**config.mk**
```make
export PLATFORM = sky130hd
export DESIGN_NAME = pcie_tx_ab_commit_arb_flat
export DESIGN_NICKNAME = d
export VERILOG_FILES = /design/src/rtl/pcie_tx_ab_commit_arb.sv /design/src/rtl/pcie_tx_ab_commit_arb_if.sv /design/src/flat_wrapper.sv
export SDC_FILE = /design/constraint.sdc
export NUM_CORES = 2
export LEC_CHECK = 0
export ABC_AREA = 1
export CAP_MARGIN = 20
export CORE_AREA = 2 2 692 694
export DETAILED_ROUTE_END_ITERATION = 10
export DIE_AREA = 0 0 694 696
export MAX_ROUTING_LAYER = met4
export SKIP_LAST_GASP = 1
export SLEW_MARGIN = 20
export SYNTH_ARGS = -nofsm -noshare
export SYNTH_HDL_FRONTEND = slang
export SYNTH_SLANG_ARGS = --single-unit
```
**constraint.sdc**
```tcl
create_clock -name clk -period 73.3 [get_ports clk]
set_input_delay 18.325 -clock clk [delete_from_list [all_inputs] [get_ports clk]]
set_output_delay 18.325 -clock clk [all_outputs]
set_load 0.01 [all_outputs]
```
**src/rtl/pcie_tx_ab_commit_arb.sv**
```systemverilog
// Packet-granular merge of AFU TX A and TX B into one TLP stream, emitting a
// write-commit record (tag + PF/VF) for every TX A memory write that wins.
package pcie_ss_hdr_pkg;
    typedef struct packed {
        logic [10:0] vf_num;
        logic        vf_active;
        logic [2:0]  pf_num;
    } ReqHdr_pf_vf_info_t;

    typedef struct packed {
        logic [132:0] rsvd_hi;
        logic [63:0]  host_addr;
        logic [15:0]  req_id;
        logic [10:0]  vf_num;
        logic         vf_active;
        logic [2:0]   pf_num;
        logic [9:0]   length;
        logic [7:0]   tag_l;
        logic         tag_m;
        logic         tag_h;
        logic [7:0]   fmt_type;
    } PCIe_ReqHdr_t;

    function automatic logic func_is_mwr_req(input logic [7:0] fmt_type);
        return (fmt_type == 8'h40) || (fmt_type == 8'h60);
    endfunction
endpackage

module pcie_tx_ab_commit_arb #(
    parameter int DATA_W       = 512,
    parameter int USER_W       = 10,
    parameter int COMMIT_DEPTH = 8,
    parameter int A_WEIGHT     = 1
) (
    input  logic                                  clk,
    input  logic                                  rst_n,
    pcie_ss_axis_if.sink                          tx_a_if,
    pcie_ss_axis_if.sink                          tx_b_if,
    pcie_ss_axis_if.source                        tx_if,
    output logic                                  commit_valid,
    input  logic                                  commit_ready,
    output logic [9:0]                            commit_tag,
    output pcie_ss_hdr_pkg::ReqHdr_pf_vf_info_t   commit_pf_vf,
    output logic                                  commit_overflow
);
    import pcie_ss_hdr_pkg::*;

    localparam int PTR_W = $clog2(COMMIT_DEPTH);
    localparam int CNT_W = PTR_W + 1;
    localparam logic [3:0] A_W4 = 4'(A_WEIGHT);

    typedef struct packed {
        logic [DATA_W-1:0]   data;
        logic [DATA_W/8-1:0] keep;
        logic [USER_W-1:0]   user;
        logic                last;
    } beat_t;

    typedef struct packed {
        logic [9:0]         tag;
        ReqHdr_pf_vf_info_t pf_vf;
    } rec_t;

    typedef enum logic [1:0] {IDLE, LOCK_A, LOCK_B} state_t;

    state_t             state_q, state_d;
    logic [3:0]         a_cnt_q, a_cnt_d;
    logic               run_q, run_d;
    logic               is_wr_q, is_wr_d;
    logic [9:0]         tag_q, tag_d;
    ReqHdr_pf_vf_info_t pf_vf_q, pf_vf_d;
    logic [CNT_W-1:0]   resv_q, resv_d, cnt_q, cnt_d;
    logic [PTR_W-1:0]   wr_ptr_q, wr_ptr_d, rd_ptr_q, rd_ptr_d;
    logic               ovf_q, ovf_d;
    logic               out_vld_q, out_vld_d, skid_vld_q, skid_vld_d;
    beat_t              out_q, out_d, skid_q, skid_d;
    rec_t               mem [COMMIT_DEPTH];

    logic               in_ready, a_rdy, b_rdy, sel_b, a_acc, b_acc;
    logic               slot_free, a_elig, sop_is_wr, cur_is_wr;
    logic               reserve, push, pop, full, wr_en;
    logic [CNT_W:0]     used;
    PCIe_ReqHdr_t       hdr;
    rec_t               sop_rec, cur_rec, rd_rec;
    beat_t              beat_a, beat_b, in_beat;
    logic               unused_hdr_bits;

    // run_q holds every tready low until the first clock after reset release.
    assign in_ready  = run_q && !skid_vld_q;
    assign beat_a    = '{tx_a_if.tdata, tx_a_if.tkeep, tx_a_if.tuser_vendor, tx_a_if.tlast};
    assign beat_b    = '{tx_b_if.tdata, tx_b_if.tkeep, tx_b_if.tuser_vendor, tx_b_if.tlast};
    assign hdr       = PCIe_ReqHdr_t'(tx_a_if.tdata[255:0]);
    assign sop_is_wr = func_is_mwr_req(hdr.fmt_type);
    assign sop_rec   = '{{hdr.tag_h, hdr.tag_m, hdr.tag_l}, '{hdr.vf_num, hdr.vf_active, hdr.pf_num}};
    assign unused_hdr_bits = ^{hdr.rsvd_hi, hdr.host_addr, hdr.req_id, hdr.length};

    // A counts against capacity for records already queued and packets in flight.
    assign used      = {1'b0, cnt_q} + {1'b0, resv_q};
    assign slot_free = used < (CNT_W + 1)'(COMMIT_DEPTH);
    assign a_elig    = tx_a_if.tvalid && slot_free;

    // NOTE: every always_comb output gets a default first so no path leaves it unassigned (no latch).
    always_comb begin
        state_d = state_q;
        a_cnt_d = a_cnt_q;
        a_rdy   = 1'b0;
        b_rdy   = 1'b0;
        sel_b   = 1'b0;
        case (state_q)
            IDLE: begin
                if (a_elig && (!tx_b_if.tvalid || a_cnt_q < A_W4)) begin
                    a_rdy = in_ready;
                end else if (tx_b_if.tvalid) begin
                    b_rdy = in_ready;
                    sel_b = 1'b1;
                end
            end
            LOCK_A:  a_rdy = in_ready;
            LOCK_B: begin
                b_rdy = in_ready;
                sel_b = 1'b1;
            end
            default: state_d = IDLE;
        endcase
        a_acc = a_rdy && tx_a_if.tvalid;
        b_acc = b_rdy && tx_b_if.tvalid;
        if (state_q == IDLE) begin
            if (a_acc) begin
                a_cnt_d = (a_cnt_q == 4'hF) ? a_cnt_q : a_cnt_q + 4'd1;
                if (!tx_a_if.tlast) state_d = LOCK_A;
            end else if (b_acc) begin
                a_cnt_d = '0;
                if (!tx_b_if.tlast) state_d = LOCK_B;
            end
        end else if ((a_acc && tx_a_if.tlast) || (b_acc && tx_b_if.tlast)) begin
            state_d = IDLE;
        end
    end

    // Header fields are live on the SOP beat and latched for the rest of the packet.
    assign cur_is_wr = (state_q == IDLE) ? sop_is_wr : is_wr_q;
    assign cur_rec   = (state_q == IDLE) ? sop_rec : '{tag_q, pf_vf_q};
    assign reserve   = (state_q == IDLE) && a_acc && sop_is_wr;
    assign push      = a_acc && tx_a_if.tlast && cur_is_wr;
    assign pop       = commit_valid && commit_ready;
    assign full      = cnt_q == CNT_W'(COMMIT_DEPTH);
    assign wr_en     = push && (!full || pop);

    always_comb begin
        run_d    = 1'b1;
        is_wr_d  = is_wr_q;
        tag_d    = tag_q;
        pf_vf_d  = pf_vf_q;
        if (reserve || ((state_q == IDLE) && a_acc)) begin
            is_wr_d = sop_is_wr;
            tag_d   = sop_rec.tag;
            pf_vf_d = sop_rec.pf_vf;
        end
        resv_d   = resv_q + CNT_W'(reserve) - CNT_W'(push);
        cnt_d    = cnt_q + CNT_W'(wr_en) - CNT_W'(pop);
        wr_ptr_d = wr_ptr_q + PTR_W'(wr_en);
        rd_ptr_d = rd_ptr_q + PTR_W'(pop);
        ovf_d    = ovf_q || (push && full && !pop);
    end

    // Two-entry skid: the second slot absorbs the beat taken while tready drops.
    assign in_beat = sel_b ? beat_b : beat_a;
    always_comb begin
        out_d      = out_q;
        out_vld_d  = out_vld_q;
        skid_d     = skid_q;
        skid_vld_d = skid_vld_q;
        if (skid_vld_q) begin
            if (out_vld_q && tx_if.tready) begin
                out_d      = skid_q;
                skid_vld_d = 1'b0;
            end
        end else if (a_acc || b_acc) begin
            if (!out_vld_q || tx_if.tready) begin
                out_d     = in_beat;
                out_vld_d = 1'b1;
            end else begin
                skid_d     = in_beat;
                skid_vld_d = 1'b1;
            end
        end else if (out_vld_q && tx_if.tready) begin
            out_vld_d = 1'b0;
        end
    end

    // NOTE: sequential state uses non-blocking assignments so all flops sample pre-edge values.
    always_ff @(posedge clk or negedge rst_n) begin
        if (!rst_n) begin
            state_q    <= IDLE;
            a_cnt_q    <= '0;
            run_q      <= 1'b0;
            is_wr_q    <= 1'b0;
            tag_q      <= '0;
            pf_vf_q    <= '0;
            resv_q     <= '0;
            cnt_q      <= '0;
            wr_ptr_q   <= '0;
            rd_ptr_q   <= '0;
            ovf_q      <= 1'b0;
            out_vld_q  <= 1'b0;
            out_q      <= '0;
            skid_vld_q <= 1'b0;
        end else begin
            state_q    <= state_d;
            a_cnt_q    <= a_cnt_d;
            run_q      <= run_d;
            is_wr_q    <= is_wr_d;
            tag_q      <= tag_d;
            pf_vf_q    <= pf_vf_d;
            resv_q     <= resv_d;
            cnt_q      <= cnt_d;
            wr_ptr_q   <= wr_ptr_d;
            rd_ptr_q   <= rd_ptr_d;
            ovf_q      <= ovf_d;
            out_vld_q  <= out_vld_d;
            out_q      <= out_d;
            skid_vld_q <= skid_vld_d;
        end
    end

    // NOTE: storage (skid data, FIFO array) is not reset; valid flags guard every read of it.
    always_ff @(posedge clk) begin
        skid_q <= skid_d;
        if (wr_en) mem[wr_ptr_q] <= cur_rec;
    end

    assign rd_rec          = mem[rd_ptr_q];
    assign commit_valid    = cnt_q != '0;
    assign commit_tag      = commit_valid ? rd_rec.tag : '0;
    assign commit_pf_vf    = commit_valid ? rd_rec.pf_vf : '0;
    assign commit_overflow = ovf_q;

    assign tx_a_if.tready     = a_rdy;
    assign tx_b_if.tready     = b_rdy;
    assign tx_if.tvalid       = out_vld_q;
    assign tx_if.tdata        = out_q.data;
    assign tx_if.tkeep        = out_q.keep;
    assign tx_if.tuser_vendor = out_q.user;
    assign tx_if.tlast        = out_q.last;
endmodule

```
**src/rtl/pcie_tx_ab_commit_arb_if.sv**
```systemverilog
// AXI-Stream bundle between the AFU TX pipelines, this arbiter and the PCIe SS.
// Sink is the receiving side (drives tready); source drives the beat.
interface pcie_ss_axis_if #(
    parameter int DATA_W = 512,
    parameter int USER_W = 10
);
    logic                  tvalid;
    logic                  tready;
    logic                  tlast;
    logic [DATA_W-1:0]     tdata;
    logic [DATA_W/8-1:0]   tkeep;
    logic [USER_W-1:0]     tuser_vendor;

    modport source (output tvalid, tlast, tdata, tkeep, tuser_vendor, input  tready);
    modport sink   (input  tvalid, tlast, tdata, tkeep, tuser_vendor, output tready);
endinterface

```
**src/flat_wrapper.sv**
```systemverilog
// flat-port wrapper written by rule: the top's interface ports become plain ports
module pcie_tx_ab_commit_arb_flat import pcie_ss_hdr_pkg::*;
#(
    parameter int DATA_W       = 512,
    parameter int USER_W       = 10,
    parameter int COMMIT_DEPTH = 8,
    parameter int A_WEIGHT     = 1
)
  (clk, rst_n, commit_valid, commit_ready, commit_tag, commit_pf_vf, commit_overflow, tx_a_if_tvalid, tx_a_if_tlast, tx_a_if_tdata, tx_a_if_tkeep, tx_a_if_tuser_vendor, tx_a_if_tready, tx_b_if_tvalid, tx_b_if_tlast, tx_b_if_tdata, tx_b_if_tkeep, tx_b_if_tuser_vendor, tx_b_if_tready, tx_if_tvalid, tx_if_tlast, tx_if_tdata, tx_if_tkeep, tx_if_tuser_vendor, tx_if_tready);
  pcie_ss_axis_if #(.DATA_W(DATA_W), .USER_W(USER_W)) tx_a_if_i ();
  pcie_ss_axis_if #(.DATA_W(DATA_W), .USER_W(USER_W)) tx_b_if_i ();
  pcie_ss_axis_if #(.DATA_W(DATA_W), .USER_W(USER_W)) tx_if_i ();
  input  logic clk;
  input  logic rst_n;
  output logic commit_valid;
  input  logic commit_ready;
  output logic [9:0] commit_tag;
  output pcie_ss_hdr_pkg::ReqHdr_pf_vf_info_t commit_pf_vf;
  output logic commit_overflow;
  input wire logic [$bits(tx_a_if_i.tvalid)-1:0] tx_a_if_tvalid;
  input wire logic [$bits(tx_a_if_i.tlast)-1:0] tx_a_if_tlast;
  input wire logic [$bits(tx_a_if_i.tdata)-1:0] tx_a_if_tdata;
  input wire logic [$bits(tx_a_if_i.tkeep)-1:0] tx_a_if_tkeep;
  input wire logic [$bits(tx_a_if_i.tuser_vendor)-1:0] tx_a_if_tuser_vendor;
  output wire logic [$bits(tx_a_if_i.tready)-1:0] tx_a_if_tready;
  input wire logic [$bits(tx_b_if_i.tvalid)-1:0] tx_b_if_tvalid;
  input wire logic [$bits(tx_b_if_i.tlast)-1:0] tx_b_if_tlast;
  input wire logic [$bits(tx_b_if_i.tdata)-1:0] tx_b_if_tdata;
  input wire logic [$bits(tx_b_if_i.tkeep)-1:0] tx_b_if_tkeep;
  input wire logic [$bits(tx_b_if_i.tuser_vendor)-1:0] tx_b_if_tuser_vendor;
  output wire logic [$bits(tx_b_if_i.tready)-1:0] tx_b_if_tready;
  output wire logic [$bits(tx_if_i.tvalid)-1:0] tx_if_tvalid;
  output wire logic [$bits(tx_if_i.tlast)-1:0] tx_if_tlast;
  output wire logic [$bits(tx_if_i.tdata)-1:0] tx_if_tdata;
  output wire logic [$bits(tx_if_i.tkeep)-1:0] tx_if_tkeep;
  output wire logic [$bits(tx_if_i.tuser_vendor)-1:0] tx_if_tuser_vendor;
  input wire logic [$bits(tx_if_i.tready)-1:0] tx_if_tready;
  assign tx_a_if_i.tvalid = tx_a_if_tvalid;
  assign tx_a_if_i.tlast = tx_a_if_tlast;
  assign tx_a_if_i.tdata = tx_a_if_tdata;
  assign tx_a_if_i.tkeep = tx_a_if_tkeep;
  assign tx_a_if_i.tuser_vendor = tx_a_if_tuser_vendor;
  assign tx_a_if_tready = tx_a_if_i.tready;
  assign tx_b_if_i.tvalid = tx_b_if_tvalid;
  assign tx_b_if_i.tlast = tx_b_if_tlast;
  assign tx_b_if_i.tdata = tx_b_if_tdata;
  assign tx_b_if_i.tkeep = tx_b_if_tkeep;
  assign tx_b_if_i.tuser_vendor = tx_b_if_tuser_vendor;
  assign tx_b_if_tready = tx_b_if_i.tready;
  assign tx_if_tvalid = tx_if_i.tvalid;
  assign tx_if_tlast = tx_if_i.tlast;
  assign tx_if_tdata = tx_if_i.tdata;
  assign tx_if_tkeep = tx_if_i.tkeep;
  assign tx_if_tuser_vendor = tx_if_i.tuser_vendor;
  assign tx_if_i.tready = tx_if_tready;
  pcie_tx_ab_commit_arb #(.DATA_W(DATA_W), .USER_W(USER_W), .COMMIT_DEPTH(COMMIT_DEPTH), .A_WEIGHT(A_WEIGHT)) u_core (.clk(clk), .rst_n(rst_n), .tx_a_if(tx_a_if_i), .tx_b_if(tx_b_if_i), .tx_if(tx_if_i), .commit_valid(commit_valid), .commit_ready(commit_ready), .commit_tag(commit_tag), .commit_pf_vf(commit_pf_vf), .commit_overflow(commit_overflow));
endmodule
```
==> impl_results.md <==
- H-tree depth: 4
- GRT Total Usage: 0.190
- Critical Path AT: between 20,000 and 25,000 ps
- Final Power: approximately 4900 uW
- Comb pwr share: 0.548
- Initial DRC Count: between 7,000 and 8,000
- Area growth from synthesis to layout: 41.5%
- Share of the synthesized area in the top cell type: 0.320
- Clk pwr share: 0.197
- RSZ-0062 raised after global routing: no
- Crit path from: tx_b_if_tvalid
- Main area contributors after synthesis: edfxtp_1, dfrtp_1, nand2_1, nand3_1, inv_1
- Die area: ~480,000 um2
- Clock-pin slew on the worst setup and hold paths: 60 ps
- Critical path startpoint category: primary input
- GR Util met2: 0.290
- Fin Clk Skew: between 100 and 150 ps
- Mapped Cells: ~9,000
- Final critical-path share of the clock period: 0.531
- Synth Net Count: 10,300
- CTS tree: done
- Most Crowded Layer GR: met2
- Pwr/cell area: roughly 47 nW/um2
- Die X: 694 um
- Buffer depth of the longest clock path: 4
- Setup TNS: 0 ps
- Placer Congestion: around 0.98
- Maximum vdd drop: 0.0000285 V
- Post-DP HPWL: about 360,000 um
- Required time worst endpoint: between 50,000 and 60,000 ps
- Slowest CP cell: clkdlybuf4s50_1
- Antenna violations before repair: around 160
- Max-slew violations: 0
- Sw frac: 0.489
- Row count: around 250
- Yosys cell types: 30
- Hold buffers post-CTS: 0
- GR Overflow Total: 0
- Cell taking the most area after synthesis: edfxtp_1
- Total CTS buffers: 185
- Post-synthesis sequential area ratio: 0.535
- Hold Violations, Final: 0
- Vias in the first global route: between 60,000 and 70,000
- Post-CTS Setup Inserts: 0
- Via count: ~70,000
- CTS Sinks: between 1,000 and 1,500
- Final ANT Viol Nets: 0
- Final-layout fill cell count: 52,500
- Synth Warn #: 0
- Min cycle time layout: ~39,000 ps
- Crit-path most repeated cell: clkdlybuf4s50_1
- Top Ports: roughly 1,800
- Post_cts resized: 0
- Cell leakage power: 0.0466 uW
- Clock root cell: clkbuf_16
- RR Startpoint: u_core.cnt_q[1]
- Hold path start: u_core.commit_overflow
- Core box area: roughly 480,000 um2
- DR WL/cell: about 27 um
- Clk Latency, worst-skew pair: around 920 ps
- Syn avg cell area: 8.12 um2
- Worst path max stage delay: roughly 600 ps
- Remaining DRCs: 0
- Status: complete, no violations
- Placed insts: 16,700
- Seq cells post-synth: between 1,000 and 1,500
- Max frequency: around 0.026 GHz
- Seq pwr share: 0.255
- Critical path class: primary input to primary output
- Met1 usage: 0.235
- Actual slew at the worst max-slew pin: 1200 ps
- Number of maximum-capacitance violations: 0
- Worst Path Max Fanout: 50
- Slew headroom: 0.198
- M3 GR Usage: 0.0551
- Switching power: roughly 2400 uW
- Port bufs: ~1,800
- Detail-routed via count per cell: between 4 and 5
- CP endpoint kind: primary output
- Final wirelength: roughly 470,000 um
- Fraction of layout cells with a size suffix above 1: 0.0418
- Internal Pwr Total: 2510 uW
- # nets final: around 12,000
- Post-synthesis cell area: ~74,000 um2
- Cells along the critical path: clkdlybuf4s50_1 > inv_1 > nor2_1 > nand2_8 > a21boi_0 > clkdlybuf4s50_1
- Min-Delay Path Class: register to register
- Initial Util: 0.155
- Finished Layout Cells: between 15,000 and 20,000
- # setup viols final: 0
- First-pass GRT wire length: between 600,000 and 700,000 um
- First-pass DRT Iterations: 9
- Largest net degree at the start of global routing: roughly 120
- Die H: around 700 um
[through the flow]
step / instance area (um2) / util / hold WS, ps / setup slack, ps
floorplan: 73900 / - / 442 / 28430
global placement: 98100 / 0.206 / 442 / 34380
detailed placement: 98100 / 0.206 / 457 / 34410
CTS: 104000 / 0.219 / 471 / 34410
global route: 105000 / 0.219 / 493 / 34320
finish: 105000 / 0.220 / 467 / 34410
[registers in the layout (all words and copies together), names as in the netlist]
register / cells
u_core.rd_ptr_q: 3
u_core.pf_vf_q: 15
u_core.tx_if.tdata: 512
u_core.resv_q: 4
u_core.tx_if.tlast: 1
u_core.commit_overflow: 1
u_core.a_cnt_q: 4
u_core.tx_if.tvalid: 1
u_core.skid_vld_q: 1
u_core.state_q: 2
u_core.cnt_q: 4
u_core.mem: 200
u_core.tag_q: 10
u_core.is_wr_q: 1
u_core.skid_q: 587
u_core.tx_if.tuser_vendor: 10
u_core.tx_if.tkeep: 64
u_core.wr_ptr_q: 3
u_core.run_q: 1
[kinds of logic after synthesis]
group           Yosys count  share of synthesized area
fa+ha+maj                21                    0.00376
other cells               1                  0.0000507
compound gates          238                     0.0170
buf+inv                1846                     0.0996
flops                  1424                      0.535
xor+xnor                  8                   0.000948
simple gates           5566                      0.343
[critical path, delay by kind of cell]
kind | cells | cell delay [ps]
AOI/OAI and AO/OA | 1 | 340
buffers and inverters | 3 | 1260
and+or+nand+nor | 2 | 640
[power by group through the flow]
stage	clock network [uW]	registers, uW	logic (uW)
floorplan	0	1330	1220
finish	967	1250	2690
detailed placement	0	1260	2700
global route	1020	1280	2890
global placement	0	1260	2700
CTS	991	1250	2720
[metal layers]
metal	part of all wire	vias to the layer above
li1	-	32300
met2	0.45	3033
met1	0.42	34700
met5	0	-
met4	0.044	0
met3	0.088	645
[worst paths after layout]
| path | endpoint | slack, ps | cells past startpoint |
|---|---|---|---|
| min | u_core.commit_overflow | 470 | 1 |
| max in group asynchronous | u_core.skid_vld_q | 50910 | 7 |
| max | tx_b_if_tready | 34410 | 6 |
| min in group asynchronous | u_core.tx_if.tdata[162] | 17420 | 1 |
| min reg2reg | u_core.commit_overflow | 470 | 1 |
| max reg2reg | u_core.skid_q[307] | 64770 | 18 |
[placed cells by master (no fill, tap or decap), types with 10 or more instances in the layout]
| cell | netlist | layout |
|---|---|---|
| clkbuf_1 | 365 | 53 |
| a21oi_1 | 28 | 28 |
| bufinv_16 | 0 | 16 |
| ha_1 | 19 | 19 |
| a31oi_1 | 25 | 25 |
| nor2_4 | 0 | 10 |
| diode_2 | 0 | 70 |
| edfxtp_1 | 787 | 787 |
| dfrtp_1 | 637 | 635 |
| nor2_1 | 197 | 187 |
| nand3_1 | 1186 | 1185 |
| inv_1 | 1209 | 1207 |
| buf_4 | 26 | 125 |
| clkinv_2 | 0 | 33 |
| clkbuf_16 | 0 | 188 |
| and2_1 | 587 | 587 |
| clkdlybuf4s50_1 | 0 | 1781 |
| o21ai_0 | 157 | 157 |
| o22ai_1 | 26 | 26 |
| nand2_1 | 2997 | 2994 |
| nand4_1 | 590 | 590 |
| clkbuf_8 | 0 | 24 |
| buf_12 | 0 | 12 |
[Yosys cell counts (all sizes together)]
cell,count
nand2,2998
inv,1211
nand3,1190
edfxtp,787
dfrtp,637
nand4,590
and2,587
clkbuf,365
buf,270
nor2,197
o21ai,157
a21oi,28
o22ai,26
a31oi,25
ha,19
xor2,6
fa,2
nor3,2
xnor2,2
a21boi,1
a21o,1
conb,1
nor4,1
or2,1
[area by class of cell]
| cell class | instances | area [um2] | share of cell area |
|---|---|---|---|
| Sequential cell | 1424 | 39600 | 0.378 |
| Clock buffer | 265 | 5230 | 0.0500 |
| Antenna cell | 70 | 175 | 0.00167 |
| Timing Repair Buffer | 1922 | 19000 | 0.182 |
| Clock inverter | 80 | 1050 | 0.0100 |
| Tap cell | 6272 | 7850 | 0.0750 |
| Inverter | 1211 | 4550 | 0.0435 |
| Multi-Input combinational cell | 5834 | 27100 | 0.259 |
No activity file was read; power rests on OpenSTA's default activity.
